File: src/rtl/pid_relock_ctrl_pkg.sv
// Shared state codes for the PID relock supervisor.
// Also reused by the register bank status decode.
package pid_relock_ctrl_pkg;

  localparam logic [2:0] ST_IDLE   = 3'd0;
  localparam logic [2:0] ST_LOCKED = 3'd1;
  localparam logic [2:0] ST_CLEAR  = 3'd2;
  localparam logic [2:0] ST_SEARCH = 3'd3;
  localparam logic [2:0] ST_SETTLE = 3'd4;
  localparam logic [2:0] ST_FAULT  = 3'd5;

  typedef enum logic [2:0] {
    S_IDLE   = ST_IDLE,
    S_LOCKED = ST_LOCKED,
    S_CLEAR  = ST_CLEAR,
    S_SEARCH = ST_SEARCH,
    S_SETTLE = ST_SETTLE,
    S_FAULT  = ST_FAULT
  } state_t;

endpackage

File: src/rtl/pid_relock_ctrl_timer.sv
// relock_timer: clearable/loadable up-counter with hold.
// Ports: clr > load > en; hit = (count == cmp).
module relock_timer #(
  parameter int W = 32
) (
  input  logic         clk,
  input  logic         rst_n,
  input  logic         clr,
  input  logic         load,
  input  logic [W-1:0] load_val,
  input  logic         en,
  input  logic [W-1:0] cmp,
  output logic         hit
);

  logic [W-1:0] count;

  always_ff @(posedge clk or negedge rst_n) begin
    if (!rst_n) begin
      count <= '0;
    end else if (clr) begin
      count <= '0;
    end else if (load) begin
      count <= load_val;
    end else if (en) begin
      count <= count + W'(1);
    end
  end

  assign hit = (count == cmp);

endmodule

File: src/rtl/pid_relock_ctrl.sv
// pid_relock_ctrl: relock supervisor for one PID channel.
// In: window/config/rails/ack. Out: sweep, hold, clear, status.
module pid_relock_ctrl
  import pid_relock_ctrl_pkg::*;
#(
  parameter int TIMEOUT_BITS = 32,
  parameter int SETTLE_BITS  = 24,
  parameter int ATT_BITS     = 8,
  parameter int CNT_BITS     = 16
) (
  input  logic                    clk_i,
  input  logic                    rstn_i,
  input  logic                    enable_i,
  input  logic [11:0]             signal_i,
  input  logic [11:0]             min_val_i,
  input  logic [11:0]             max_val_i,
  input  logic [1:0]              railed_i,
  input  logic [TIMEOUT_BITS-1:0] timeout_i,
  input  logic [SETTLE_BITS-1:0]  settle_i,
  input  logic [ATT_BITS-1:0]     max_att_i,
  input  logic                    ack_i,
  output logic                    sweep_on_o,
  output logic                    pid_hold_o,
  output logic                    pid_clear_o,
  output logic [2:0]              state_o,
  output logic [ATT_BITS-1:0]     attempts_o,
  output logic [CNT_BITS-1:0]     lost_cnt_o,
  output logic                    fault_o
);

  state_t state, nxt;
  logic in_win, rail_q;
  logic [ATT_BITS-1:0] att, att_nxt;
  logic [CNT_BITS-1:0] lost, lost_nxt;
  logic srch_clr, srch_en, srch_hit;
  logic stl_clr, stl_en, stl_hit;

  relock_timer #(.W(TIMEOUT_BITS)) u_srch (
    .clk      (clk_i),
    .rst_n    (rstn_i),
    .clr      (srch_clr),
    .load     (1'b0),
    .load_val ('0),
    .en       (srch_en),
    .cmp      (timeout_i - TIMEOUT_BITS'(1)),
    .hit      (srch_hit)
  );

  relock_timer #(.W(SETTLE_BITS)) u_stl (
    .clk      (clk_i),
    .rst_n    (rstn_i),
    .clr      (stl_clr),
    .load     (1'b0),
    .load_val ('0),
    .en       (stl_en),
    .cmp      (settle_i),
    .hit      (stl_hit)
  );

  always_comb begin
    nxt      = state;
    att_nxt  = att;
    lost_nxt = lost;
    srch_clr = 1'b0;
    srch_en  = 1'b0;
    stl_clr  = 1'b1;
    stl_en   = 1'b0;
    if (!enable_i) begin
      nxt      = S_IDLE;
      att_nxt  = '0;
      srch_clr = 1'b1;
    end else begin
      unique case (state)
        S_IDLE: begin
          nxt = in_win ? S_LOCKED : S_CLEAR;
        end
        S_LOCKED: begin
          att_nxt = '0;
          if (!in_win) begin
            if (!(&lost)) lost_nxt = lost + CNT_BITS'(1);
            nxt = S_CLEAR;
          end
        end
        S_CLEAR: begin
          if (!(&att)) att_nxt = att + ATT_BITS'(1);
          srch_clr = 1'b1;
          nxt      = S_SEARCH;
        end
        S_SEARCH: begin
          srch_en = 1'b1;
          if (in_win) begin
            nxt = S_SETTLE;
          end else if ((timeout_i != '0) && srch_hit) begin
            // attempts counts the CLEAR that started this search
            if ((max_att_i != '0) && (att >= max_att_i))
              nxt = S_FAULT;
            else
              nxt = S_CLEAR;
          end
        end
        S_SETTLE: begin
          // search timer is left frozen so a false lock
          // does not extend the attempt budget
          stl_clr = 1'b0;
          stl_en  = 1'b1;
          if (!in_win) begin
            nxt = S_SEARCH;
          end else if (stl_hit) begin
            nxt     = S_LOCKED;
            att_nxt = '0;
          end
        end
        S_FAULT: begin
          if (ack_i) begin
            att_nxt = '0;
            nxt     = S_CLEAR;
          end
        end
        default: nxt = S_IDLE;
      endcase
    end
  end

  always_ff @(posedge clk_i or negedge rstn_i) begin
    if (!rstn_i) begin
      state  <= S_IDLE;
      in_win <= 1'b0;
      rail_q <= 1'b0;
      att    <= '0;
      lost   <= '0;
    end else begin
      state  <= nxt;
      in_win <= (min_val_i < signal_i) && (signal_i < max_val_i);
      // rails as seen on the cycle that moves us into CLEAR
      rail_q <= |railed_i;
      att    <= att_nxt;
      lost   <= lost_nxt;
    end
  end

  assign sweep_on_o  = state inside {S_LOCKED, S_CLEAR,
                                     S_SEARCH, S_SETTLE};
  assign pid_hold_o  = state inside {S_CLEAR, S_SEARCH, S_FAULT};
  assign pid_clear_o = (state == S_CLEAR) && rail_q;
  assign fault_o     = (state == S_FAULT);
  assign state_o     = state;
  assign attempts_o  = att;
  assign lost_cnt_o  = lost;

endmodule

File: config.mk
export PLATFORM = sky130hd
export DESIGN_NAME = pid_relock_ctrl
export DESIGN_NICKNAME = d
export VERILOG_FILES = /design/src/rtl/pid_relock_ctrl_pkg.sv /design/src/rtl/pid_relock_ctrl_timer.sv /design/src/rtl/pid_relock_ctrl.sv
export SDC_FILE = /design/constraint.sdc
export NUM_CORES = 1
export LEC_CHECK = 0
export BUFFER_PORTS_ARGS = -buffer_cell sky130_fd_sc_hd__buf_2
export CAP_MARGIN = 25
export CORE_MARGIN = 2
export CORE_UTILIZATION = 35
export CTS_CLUSTER_DIAMETER = 40
export DETAILED_ROUTE_END_ITERATION = 12
export RECOVER_POWER = 25
export SYNTH_ARGS = -nofsm -noshare
export SYNTH_HDL_FRONTEND = slang
export SYNTH_SLANG_ARGS = --single-unit
File: constraint.sdc
create_clock -name clk_i -period 4.19 [get_ports clk_i]
set_input_delay 0.838 -clock clk_i [delete_from_list [all_inputs] [get_ports clk_i]]
set_output_delay 0.838 -clock clk_i [all_outputs]
set_load 0.005 [all_outputs]
# [Word level (Yosys, flattened, before mapping)]
# Cells that the tools add are included.
[op_classes] muxes=28 bitwise_logic=2 eq_ne=15 order_cmp=3 n_reduce_logical=17 addsub=5
[ops] operator="$mux W32" n=2
[ops] operator="$mux W24" n=2
[ops] operator="$mux W8" n=5
[ops] operator="$add A32 B1 Y32 const B" n=1
[ops] operator="$eq A32 B32 Y1" n=1
[ops] operator="$pmux W8 S4" n=1
[ops] operator="$reduce_bool A32 Y1" n=1
[ops] operator="$sub A32 B1 Y32 const B" n=1
[ops] operator="$add A24 B1 Y24 const B" n=1
[ops] operator="$eq A24 B24 Y1" n=1
[ops] operator="$lt A12 B12 Y1" n=2
[ops] operator="$mux W3" n=8
[ops] operator="$pmux W3 S6" n=1
[ops] operator="$add A16 B1 Y16 const B" n=1
[ops] operator="$reduce_and A16 Y1" n=1
[ops] operator="$ne A3 B3 Y1 const B" n=5
[ops] operator="$add A8 B1 Y8 const B" n=1
[ops] operator="$ge A8 B8 Y1" n=1
[ops] operator="$mux W1" n=8
[ops] operator="$ne A4 B4 Y1 const B" n=2
[ops] operator="$reduce_and A4 Y1" n=2
[ops] operator="$reduce_and A8 Y1" n=1
[ops] operator="$reduce_bool A8 Y1" n=1
[ops] operator="$eq A3 B2 Y1 const B" n=2
[ops] operator="12 further kinds" n=18
[totals] output_inout_bits=31 ff_bits=85 wordCells=77

# [Logic depth before layout (Yosys ltp)]
[depth] word_depth=7 depth_mapped=12

# [Hierarchy]
# A second synthesis with hierarchy kept.
[hier_totals] cells_unflattened=861 hier_area_um2=7179.4
[modules_own_cells] mod="pid_relock_ctrl" seq_area_each_um2=725.7 area_each_um2=3024.2 instances=1 cells_each=381
[modules_own_cells] mod="relock_timer at u_srch" seq_area_each_um2=800.8 area_each_um2=2351.0 instances=1 cells_each=273
[modules_own_cells] mod="relock_timer at u_stl" seq_area_each_um2=600.6 area_each_um2=1804.2 instances=1 cells_each=207

# [Worst setup path after synthesis]
# Ideal clock, no wire load.
[synth_path] kind="input to register" from="input port timeout_i[4]" to="register state[1] (netlist: state_o[1])" cell_stages=10 n_path_buf=2 required_ns=4.057 arrival_ns=3.858 path_slack_ns=0.199 path_cell_list="buf_6 or4_4 buf_6 or4_4 or3b_1 a211o_1 a2111oi_2 or4b_1 o31ai_2 o31ai_1"
[synth_via] elab_chain_cells=5 word_cells_on_any_way=6 cone_classes="add/sub: 1; eq/ne: 2; reduce/logical: 3"
[synth_rtl] item="start: declaration" line_no="pid_relock_ctrl.sv:18" text="input logic [TIMEOUT_BITS-1:0] timeout_i,"
[synth_rtl] item="$sub A32 B1 Y32" line_no="pid_relock_ctrl.sv:45" text=".cmp (timeout_i - TIMEOUT_BITS'(1)),"
[synth_rtl] item="$eq A32 B32 Y1" line_no="pid_relock_ctrl_timer.sv:30" text="assign hit = (count == cmp);"
[synth_rtl] item="$logic_and A1 B1 Y1 *" line_no="pid_relock_ctrl.sv:93" text="end else if ((timeout_i != '0) && srch_hit) begin"
[synth_rtl] item="$ne A4 B4 Y1 (no source line) *"
[synth_rtl] item="$reduce_and A4 Y1 (no source line) *"
[synth_rtl] item="end signal: assignment" line_no="pid_relock_ctrl.sv:132" text="state <= nxt;"
[synth_rtl] item="end: declaration" line_no="pid_relock_ctrl.sv:31" text="state_t state, nxt;"
# Mark *: on every way between the ends. The rest lies on a longest branch, timed or not.
# A chain may end at the register's enable or synchronous reset.

# [Worst setup path after layout]
# Same ends and word-level chain as after synthesis.

==> impl_summary.txt <==
----------------------------------------------------
[Run status]
  Status ... finished with violations
  Failing checks ... capacitance limit, slew limit

[Timing]
  Max Clock Freq ... 270 MHz
  Slew @ Worst Pin ... 2.05 ns
  RSZ-0062 raised after global routing ... no
  Hold Fails Final Rpt ... 0
  Post-route clock skew ... 0.00992 ns
  Worst slew margin relative to its limit ... -36.4%
  Finish-stage setup viols ... 0
  Final critical path time including I/O delays and setup ... 3.70 ns
  Worst Slack Setup Final ... 0.490 ns
  Part of the cycle the worst path needs ... 88.3%
  Accumulated negative setup slack ... 0 ns
  Final count of pins violating max slew ... 39

[Hold path]
  Class of the most critical hold timing path ... reg -> reg
  Hold Startpoint ... lost_cnt_o[14]
  Number of cells on the worst hold path ... 1
  End point of the most critical hold path ... lost_cnt_o[14]

[Setup path]
  Endpoint kind of the worst setup timing path ... flop
  Worst Reg2Reg Path Length in Cells ... 7
  Critical-path cell with the highest stage delay ... sky130_fd_sc_hd__or4_4
  Setup crit start kind ... input pin
  Most common cell on crit path ... sky130_fd_sc_hd__or4_4
  Critical path arrival ... 3.92 ns
  Worst path max stage delay ... 0.56 ns
  Destination of the worst register-to-register timing path ... u_srch.count[31]
  Cells traversed along the worst timing path ... buf_2 > or4_4 > or4_4 > or3b_1 > a211o_1 > a2111oi_2 > or4b_1 > o31ai_2 > o31ai_1
  Required time of the critical path ... 4.41 ns
  Maximum net fanout on the critical path ... 4
  Crit path from ... timeout_i[4]
  Classification of the worst setup path ... in -> reg
  Reg-to-reg startpoint ... state_o[1]
  Worst R2R Setup Slack ... 1.47 ns

[GRT]
  Met2 GRT Util ... 27.6%
  Met3 global-route usage ... 2.56%
  Via count of the first global-routing pass ... 5314
  M1 GR Usage ... 22.6%
  Global-route usage over all layers ... 16.9%
  Most Used Layer, Global Route ... met2
  Global route overflow ... 0
  Pin count of the biggest net entering global routing ... 74
  Number of antenna violations at the first check in global routing ... 0
  First-pass GRT wire length ... 25.4 mm

[Die]
  Die height ... 138 um
  Initial core utilization ... 36.0%
  Placeable core region ... 0.0174 mm^2
  Total Die Area ... 0.0190 mm^2
  Width of the chip ... 138 um
  I/O pins ... 137
  Standard-cell rows ... 48

[Drt]
  Average wire per standard cell ... 13.8 um
  Wire length reported by the detailed router ... 15.4 mm
  Number of vias per cell ... 4.98
  Number of design-rule violations left by the first detailed-router iteration ... 248
  Pre-Repair DR Iteration Count ... 4
  DRC violation count after routing ... 0
  Post-DRT Antenna Nets ... 0
  Via count of the routed design ... 5562

[Synthesis]
  Post-synthesis instance total ... 754
  Syn Nets ... 895
  Main flop type after synthesis ... sky130_fd_sc_hd__dfrtp_1
  Post-synthesis sequential area ratio ... 33.9%
  Distinct cell type count of the synthesized netlist ... 57
  Portion of synthesized cell area occupied by the leading cell type ... 33.9%
  Proportion of register bits with asynchronous set or reset after synthesis ... 100%
  Average cell area after synthesis ... 8.33 um^2
  Biggest area contributors in the synthesized netlist ... sky130_fd_sc_hd__dfrtp_1 34%, sky130_fd_sc_hd__xnor2_1 8.5%, sky130_fd_sc_hd__xor2_1 7.1%, sky130_fd_sc_hd__ha_1 7.0%, sky130_fd_sc_hd__nor2_1 5.0%
  Post-synth design cell area ... 0.00628 mm^2
  Count of flip-flops with a built-in enable after synthesis ... 0
  Library cell with the largest summed area after synthesis ... sky130_fd_sc_hd__dfrtp_1
  Seq cells post-synth ... 85
  Synthesis Warnings ... 0

[Cells and area]
  Most frequent cells in the layout ... 135 x sky130_fd_sc_hd__buf_2, 85 x sky130_fd_sc_hd__dfrtp_1, 84 x sky130_fd_sc_hd__nor2_1
  Number of nets in the layout ... 1027
  Filler instances ... 1780
  Area delta synth->final ... 19.2%
  Most common cell after layout, fill and taps aside ... sky130_fd_sc_hd__buf_2
  Antenna diode instance count ... 0
  Proportion of layout cells with a drive suffix above 1 ... 19.6%
  Layout Cells excl Fill ... 1116

[Power]
  Worst IR Drop VDD ... 0.000177 V
  Leakage power summed over all cells ... 3.36 nW
  Total power divided by cell area ... 269 mW/mm^2

[Clock tree]
  Htree depth ... 3
  Worst-path clk slew ... 0.07 ns
  CTS tree ... built
  Total CTS buffers ... 9
  CTS-repair resized insts ... 0
  Post-CTS Setup Bufs ... 0
  Maximum number of buffers from clock root to sink ... 2
  Number of hold-repair buffers added at the cts stage ... 0
  Root buffer cell ... sky130_fd_sc_hd__clkbuf_16
  Worst skew pair latency ... 0.35 ns
  Sinks on Clock Net ... 85

[Placed design]
  Placed instance count ... 1099
  Buffers added on ports ... 136
  Final estimated routing congestion in global placement ... 0.814
  Half-perimeter wire length of the detailed placement result ... 11.9 mm
  Worst slack after detailed placement ... 0.119 ns

[Run]
  Max cap viols ... 1

----------------------------------------------------
## worst max-delay path by stage
| stage | slack [ns] | to |
|---|---|---|
| 2_1_floorplan | 0.20 | state_o[1] |
| 3_3_place_gp | 0.14 | state_o[1] |
| 3_5_place_dp | 0.12 | state_o[1] |
| 4_1_cts | 0.49 | state_o[1] |
| 5_1_grt | 0.39 | state_o[1] |
| 6_report | 0.49 | state_o[1] |
## routing by layer
layer  share of wire (%)  vias up
met3                 3.8       13
met1                  49     2552
met4                 1.5        0
met2                  46      106
met5                   0        -
li1                    -     2891
## cell type report
cell class | count | area [um^2] | share of cell area (%)
Tap cell | 225 | 282 | 3.76
Clock inverter | 7 | 50.0 | 0.669
Clock buffer | 9 | 225 | 3.01
Multi-Input combinational cell | 600 | 3880 | 51.9
Timing Repair Buffer | 146 | 752 | 10.1
Sequential cell | 85 | 2130 | 28.4
Inverter | 44 | 165 | 2.21
## critical path, delay by kind of cell
family	cells	cell delay, ns
and+or+nand+nor	4	2.05
AOI/OAI and AO/OA	4	0.92
buffers and inverters	1	0.10
## stage by stage
step	utilization (%)	hold WS (ns)	total power [W]	instance area, um^2
finish	43.0	0.485	0.00201	7480
global route	43.0	0.516	0.00212	7480
CTS	42.9	0.492	0.00204	7480
detailed placement	41.4	0.481	0.00126	7200
global placement	41.4	0.477	0.00126	7200
floorplan	-	0.480	0.00109	6280
## cell families (layout without fill, tap and decap cells)
family	after synthesis	in the layout	share of synthesized area [%]
AND/OR/NAND/NOR	328	328	26.6
flip-flops	85	85	33.9
multiplexers	6	6	0.977
adder cells (fa/ha/maj)	35	35	6.98
XOR/XNOR	112	112	15.6
AO/OA/AOI/OAI	119	119	11.6
buffers and inverters	69	206	4.37
## Yosys cell counts, drive strengths merged (8+ instances only)
| cell | instances |
|---|---|
| dfrtp | 85 |
| nor2 | 84 |
| nand2 | 68 |
| xnor2 | 61 |
| xor2 | 51 |
| inv | 44 |
| o21ai | 39 |
| a21oi | 38 |
| ha | 35 |
| nand3 | 31 |
| clkbuf | 23 |
| nand4 | 22 |
| or3 | 19 |
| nor3 | 18 |
| nor4 | 15 |
| and3 | 12 |
| nand2b | 11 |
| or2 | 8 |
## registers in the layout, indices dropped and copies added (netlist names)
register	flops
rail_q	1
in_win	1
u_stl.count	24
u_srch.count	32
state_o	3
lost_cnt_o	16
attempts_o	8
## power by group
group / internal [W] / switching (W) / total, W / leakage, nW
Clock: 0.000406 / 0.000365 / 0.000770 / 0.140
Sequential: 0.000844 / 0.0000401 / 0.000884 / 1.17
Combinational: 0.000158 / 0.000197 / 0.000355 / 2.05
Total: 0.00141 / 0.000602 / 0.00201 / 3.36
Note: power is estimated with default switching activity, not from simulation.
